## src/rtl/mult_div_unit.sv

```systemverilog
// Iterative signed 32x32 multiply (radix-2 Booth) and restoring divide.
// One result bit per clock; results land in hi/lo and are held until the next completion.
module mult_div_unit (
  input  logic        clk,
  input  logic        reset,
  input  logic        start,
  input  logic        op,
  input  logic [31:0] a,
  input  logic [31:0] b,
  output logic [31:0] hi,
  output logic [31:0] lo,
  output logic        busy,
  output logic        done,
  output logic        div_zero
);

  typedef enum logic [2:0] {S_IDLE, S_MUL, S_DIV, S_FIX, S_DONE} state_t;

  state_t      state_q, state_d;
  logic [4:0]  cnt_q, cnt_d;
  logic        op_q, op_d;
  logic        sa_q, sa_d;
  logic        sb_q, sb_d;
  logic        dz_q, dz_d;
  logic [32:0] mcand_q, mcand_d;
  // MUL: {upper[32:0], Q[31:0], q_-1}; DIV: {2'b0, rem[31:0], quo/dividend[31:0]}
  logic [65:0] acc_q, acc_d;
  logic [31:0] hi_q, hi_d;
  logic [31:0] lo_q, lo_d;

  logic [31:0] abs_a, abs_b;
  logic [32:0] upper;
  logic [32:0] shifted;
  logic [32:0] trial;

  always_comb begin
    abs_a   = a[31] ? (~a + 32'd1) : a;
    abs_b   = b[31] ? (~b + 32'd1) : b;

    case (acc_q[1:0])
      2'b01:   upper = acc_q[65:33] + mcand_q;
      2'b10:   upper = acc_q[65:33] - mcand_q;
      default: upper = acc_q[65:33];
    endcase

    shifted = {acc_q[63:32], acc_q[31]};
    trial   = shifted - mcand_q;

    state_d = state_q;
    cnt_d   = cnt_q;
    op_d    = op_q;
    sa_d    = sa_q;
    sb_d    = sb_q;
    dz_d    = 1'b0;
    mcand_d = mcand_q;
    acc_d   = acc_q;
    hi_d    = hi_q;
    lo_d    = lo_q;

    case (state_q)
      S_IDLE: begin
        if (start) begin
          op_d  = op;
          sa_d  = a[31];
          sb_d  = b[31];
          cnt_d = '0;
          if (!op) begin
            mcand_d = {a[31], a};
            acc_d   = {33'd0, b, 1'b0};
            state_d = S_MUL;
          end else if (b == 32'd0) begin
            dz_d    = 1'b1;
            state_d = S_DONE;
          end else begin
            mcand_d = {1'b0, abs_b};
            acc_d   = {34'd0, abs_a};
            state_d = S_DIV;
          end
        end
      end
      S_MUL: begin
        acc_d = {upper[32], upper, acc_q[32:1]};
        cnt_d = cnt_q + 5'd1;
        if (cnt_q == 5'd31) state_d = S_FIX;
      end
      S_DIV: begin
        if (!trial[32]) acc_d = {2'b00, trial[31:0], acc_q[30:0], 1'b1};
        else            acc_d = {2'b00, shifted[31:0], acc_q[30:0], 1'b0};
        cnt_d = cnt_q + 5'd1;
        if (cnt_q == 5'd31) state_d = S_FIX;
      end
      S_FIX: begin
        if (!op_q) begin
          hi_d = acc_q[64:33];
          lo_d = acc_q[32:1];
        end else begin
          lo_d = (sa_q ^ sb_q) ? (~acc_q[31:0] + 32'd1) : acc_q[31:0];
          hi_d = sa_q ? (~acc_q[63:32] + 32'd1) : acc_q[63:32];
        end
        state_d = S_DONE;
      end
      S_DONE:  state_d = S_IDLE;
      default: state_d = S_IDLE;
    endcase
  end

  always_ff @(posedge clk or posedge reset) begin
    if (reset) begin
      state_q <= S_IDLE;
      cnt_q   <= '0;
      op_q    <= 1'b0;
      sa_q    <= 1'b0;
      sb_q    <= 1'b0;
      dz_q    <= 1'b0;
      mcand_q <= '0;
      acc_q   <= '0;
      hi_q    <= '0;
      lo_q    <= '0;
    end else begin
      state_q <= state_d;
      cnt_q   <= cnt_d;
      op_q    <= op_d;
      sa_q    <= sa_d;
      sb_q    <= sb_d;
      dz_q    <= dz_d;
      mcand_q <= mcand_d;
      acc_q   <= acc_d;
      hi_q    <= hi_d;
      lo_q    <= lo_d;
    end
  end

  assign hi       = hi_q;
  assign lo       = lo_q;
  assign busy     = (state_q == S_MUL) || (state_q == S_DIV) || (state_q == S_FIX);
  assign done     = (state_q == S_DONE);
  assign div_zero = (state_q == S_DONE) && dz_q;

endmodule

```

## config.mk

```make
export PLATFORM = sky130hd
export DESIGN_NAME = mult_div_unit
export DESIGN_NICKNAME = d
export VERILOG_FILES = /design/src/rtl/mult_div_unit.sv
export SDC_FILE = /design/constraint.sdc
export NUM_CORES = 1
export LEC_CHECK = 0
export ABC_AREA = 0
export ABC_CLOCK_PERIOD_IN_PS = 11250
export CORE_UTILIZATION = 60
export CTS_BUF_LIST = sky130_fd_sc_hd__clkbuf_8
export DETAILED_ROUTE_END_ITERATION = 8
export GPL_TIMING_DRIVEN = 1
export PLACE_DENSITY = 0.82
export SLEW_MARGIN = 20
export SYNTH_ARGS = -nofsm -noshare
export SYNTH_HDL_FRONTEND = slang
export SYNTH_SLANG_ARGS = --single-unit
export TNS_END_PERCENT = 5
```

## constraint.sdc

```tcl
create_clock -name clk -period 11.25 [get_ports clk]
set_input_delay 1.125 -clock clk [delete_from_list [all_inputs] [get_ports clk]]
set_output_delay 1.125 -clock clk [all_outputs]
set_load 0.005 [all_outputs]
```

* After elaboration in Yosys (flattened, before gate mapping)
Cells that the tools add are included.
** Word-level totals
- Flip-flop bits (word level) :: 175
- Logic and storage cells :: 72
- Input port bits :: 68
** Operators by class
- Bitwise logic cells :: 5
- Reduce and logical (&&, ||, !) cells :: 13
- $add $sub $neg :: 8
- Equality and inequality tests :: 11
- Multiplexer cells :: 25
** Operators with widths (count)
- $mux W66 :: 3
- $pmux W66 S3 :: 1
- $mux W32 :: 6
- $add A32 B1 Y32 const B :: 4
- $not A32 Y32 :: 4
- $mux W33 :: 2
- $pmux W33 S2 :: 1
- $sub A33 B33 Y33 :: 2
- $mux W64 :: 1
- $add A33 B33 Y33 :: 1
- $logic_not A32 Y1 :: 1
- $mux W3 :: 4
- $pmux W5 S2 :: 1
- $pmux W3 S3 :: 1
- $eq A3 B2 Y1 const B :: 2
- $reduce_and A2 Y1 :: 3
- $reduce_and A3 Y1 :: 2
- $add A5 B1 Y5 const B :: 1
- $eq A5 B5 Y1 const B :: 1
- $mux W5 :: 1
- $mux W1 :: 4
- $ne A2 B2 Y1 const B :: 2
- $eq A3 B1 Y1 const B :: 1
- $eq A3 B3 Y1 const B :: 1
- other kinds (11) :: 12

* Logic depth before layout (Yosys ltp)
- Word-level depth :: 7
- Depth in mapped cells :: 19

* Least setup slack after synthesis
No wires, ideal clock.
- Path kind :: flip-flop to flip-flop
- Start :: register acc_q[0]
- End :: register acc_q[56]
- Setup time :: 0.138 ns
- Setup slack :: 7.050 ns
- Arrival :: 4.062 ns
- Cell stages (with the launch flop) :: 18
- Data required time :: 11.112 ns
- Cell sequence :: dfrtp_1 > inv_1 > ha_1 > clkbuf_1 > clkbuf_1 > nor2_1 > xnor2_1 > ha_1 > nor2b_1 > o31a_1 > o41ai_1 > o31a_1 > o21ai_0 > a31oi_1 > o21ai_0 > xnor2_1 > a222oi_1 > o21ai_0
** On the way
- Longest elaborated chain between the ends :: 3
- Elaborated cells between the ends (all ways) :: 4
- Those cells by class :: eq/ne: 2; mux: 2
** Ends and longest elaborated chain
- start: declaration :: line 27 : logic [65:0] acc_q, acc_d;
- start signal: assignment :: line 116 : acc_q <= '0;
- start signal: assignment :: line 127 : acc_q <= acc_d;
- $eq A2 B2 Y1 / $eq A2 B1 Y1 (equally long branches) :: line 40 : case (acc_q[1:0])
- $pmux W33 S2 (*) :: line 40
- $pmux W66 S3 (*) :: line 60 : case (state_q)
Every way passes the cells marked *; elsewhere a longest branch is shown, timed or not.
A chain may end at the register's enable or synchronous reset.

* Final worst setup path
- Start :: register acc_q[1]
- End :: register acc_q[60]
The elaborated chain is that of the path after synthesis.

==> impl_metrics.env <==
export IMPL_first_global_vias=13600
export IMPL_finalHoldViolations=0
export IMPL_crit_type="reg2reg"
export IMPL_path_clk_slew_ns=0.12
export IMPL_ys_warn_count=0
export IMPL_layout_nets=2168
export IMPL_htree_levels=4
export IMPL_clk_insertion_delay_late_ns=0.50
export IMPL_die_h_um=162
export IMPL_cp_max_fo=32
export IMPL_worst_slew_pin_slew_ns=1.03
export IMPL_hold_class="reg2reg"
export IMPL_routed_via_density=6.42
export IMPL_ant_nets=0
export IMPL_initial_utilization=0.610
export IMPL_start_kind="register"
export IMPL_synth_edf_count=0
export IMPL_dieArea_mm2=0.0262
export IMPL_maxSlewHeadroom=0.314
export IMPL_nFillCells=2146
export IMPL_area_growth_pct=11.9
export IMPL_layout_commonest_cell="nand2_1"
export IMPL_synth_net_count=2138
export IMPL_postCtsHoldBufs=0
export IMPL_seq_area_frac_synth=0.284
export IMPL_cts_setup_buffers=0
export IMPL_drtIter0Drc=1696
export IMPL_clk_path_buf_depth=2
export IMPL_track_usage=0.346
export IMPL_insertedDiodeCount=0
export IMPL_synth_cells=1996
export IMPL_status="completed"
export IMPL_ys_seq_elements=174
export IMPL_drc=0
export IMPL_maxCapViolCount=0
export IMPL_slew_viol_final=0
export IMPL_fin_skew_ns=0.0252
export IMPL_numPlacedInstances=2337
export IMPL_cts_root_buf="clkbuf_8"
export IMPL_timing_final_crit_share=0.437
export IMPL_async_flop_share=1.00
export IMPL_layout_drive_gt1_share=0.0451
export IMPL_wire_per_inst_um=19.1
export IMPL_yosys_area_top_type_share=0.284
export IMPL_arrival_ns=5.29
export IMPL_routed_wl_um=45300
export IMPL_dieWidth_um=162
export IMPL_grt_max_degree=129
export IMPL_rows=58
export IMPL_syn_mean_instance_area_um2=7.68
export IMPL_final_cell_mix="nand2_1 (288), o21ai_0 (278), dfrtp_1 (172), a21oi_1 (141), nor2_1 (141)"
export IMPL_crit_path_end_kind="register"
export IMPL_max_freq_mhz=203
export IMPL_rsz0062_at_grt="false"
export IMPL_tns_ns=0
export IMPL_yosys_top_cells_area="dfrtp_1 (28%), o21ai_0 (9.1%), xor2_1 (7.3%)"
export IMPL_drtPass1Iterations=5
export IMPL_cts_tree="done"
export IMPL_fin_crit_ns=4.92
export IMPL_core_area_mm2=0.0251
export IMPL_synth_top_cell_by_area="dfrtp_1"
export IMPL_num_io_pins=135
export IMPL_synth_cell_type_count=73
export IMPL_gp_congestion=0.986
export IMPL_cp_required_ns=11.62
export IMPL_num_vias=15200
export IMPL_final_instance_count_excl_fill=2369
export IMPL_dp_hpwl_um=34300
export IMPL_portBuffers=134
export IMPL_ctsResizeCount=0
export IMPL_grt_pass1_wl_um=71800
export IMPL_cts_buffers=17
export IMPL_syn_area_mm2=0.0153
export IMPL_ys_flop_type="dfrtp_1"
export IMPL_setup_violations=0
export IMPL_final_util=0.683
export IMPL_antenna_found_initial=0
export IMPL_overflow=0
export IMPL_clock_sinks=174
-- sequential cells by signal, summed over array words and instances, names as in the netlist --
| register | cells |
|---|---|
| sa_q | 1 |
| dz_q | 1 |
| cnt_q | 5 |
| sb_q | 1 |
| hi | 32 |
| lo | 32 |
| state_q | 3 |
| acc_q | 65 |
| mcand_q | 33 |
| op_q | 1 |
-- synth_stat cells, drive strengths merged, types with 4 or more instances --
library cell,n
nand2,289
o21ai,281
dfrtp,174
a21oi,142
nor2,142
xor2,128
clkbuf,120
xnor2,76
ha,72
inv,61
mux2i,50
a21o,32
nand3,30
o31ai,30
a211oi,28
or3,27
buf,22
a221oi,20
o221ai,19
nor3,18
nor4,17
nand4,16
nor2b,16
o41ai,16
a31oi,15
nand2b,15
or4,15
a22oi,14
and3,12
or2,11
o211ai,10
o21bai,10
a41oi,7
o21a,7
and4,6
o22ai,5
a222oi,4
nor3b,4
o31a,4
-- layer usage --
metal,wire length [um],up-vias,GRT usage
met2,20300,720,0.534
li1,-,7214,-
met3,3790,113,0.0488
met1,19700,7163,0.488
met4,1540,0,0.136
met5,0,-,0
-- cell families after synthesis --
logic type / share of synthesized area
adders and majority gates: 0.0614
muxes: 0.0349
and+or+nand+nor: 0.188
DFF: 0.284
AOI/OAI and AO/OA: 0.263
xor gates and xnor gates: 0.117
buffers and inverters: 0.0515
-- worst paths after layout --
kind / startpoint / to / slack [ns] / cells past startpoint
max: acc_q[1]$_DFFE_PP0P_ / acc_q[60]$_DFFE_PP0P_ / 6.33 / 15
min: hi[1]$_DFFE_PP0P_ / hi[1]$_DFFE_PP0P_ / 0.49 / 2
max reg2reg: acc_q[1]$_DFFE_PP0P_ / acc_q[60]$_DFFE_PP0P_ / 6.33 / 15
min reg2reg: hi[1]$_DFFE_PP0P_ / hi[1]$_DFFE_PP0P_ / 0.49 / 2
max in group asynchronous: reset / acc_q[51]$_DFFE_PP0P_ / 8.48 / 3
min in group asynchronous: reset / lo[12]$_DFFE_PP0P_ / 1.13 / 2
-- stage by stage --
step	hold WS, ns	worst slack [ns]	cell area (um2)
2_1_floorplan	0.450	5.41	15300
3_3_place_gp	0.460	6.56	16700
3_5_place_dp	0.469	6.55	16700
4_1_cts	0.497	6.54	17100
5_1_grt	0.514	6.03	17200
6_report	0.490	6.33	17200
-- area by class of cell --
cell class,instances,area (um2),share of cell area
multi-input cells,1619,10200,0.596
flip-flops and latches,174,4360,0.254
repair buffers,153,1480,0.0862
well taps,330,413,0.0241
clock buffers,17,234,0.0136
inverters,61,234,0.0136
clock inverters,15,204,0.0119
-- critical path, stage by stage, from the launching register on --
cell and delay, ns:
dfrtp_1 0.53, ha_1 0.21, buf_4 0.32, nor2_1 0.10
xnor2_1 0.15, ha_1 0.33, nor2b_1 0.17, o31a_1 0.28
o41ai_1 0.67, o31a_1 0.32, o21ai_0 0.19, a31oi_1 0.53
o21ai_0 0.30, nor4b_1 0.21, o31ai_1 0.32, o211ai_1 0.13
Power is not shown: default switching activity piles up to over one toggle a cycle in this logic, so the estimate is an artifact.
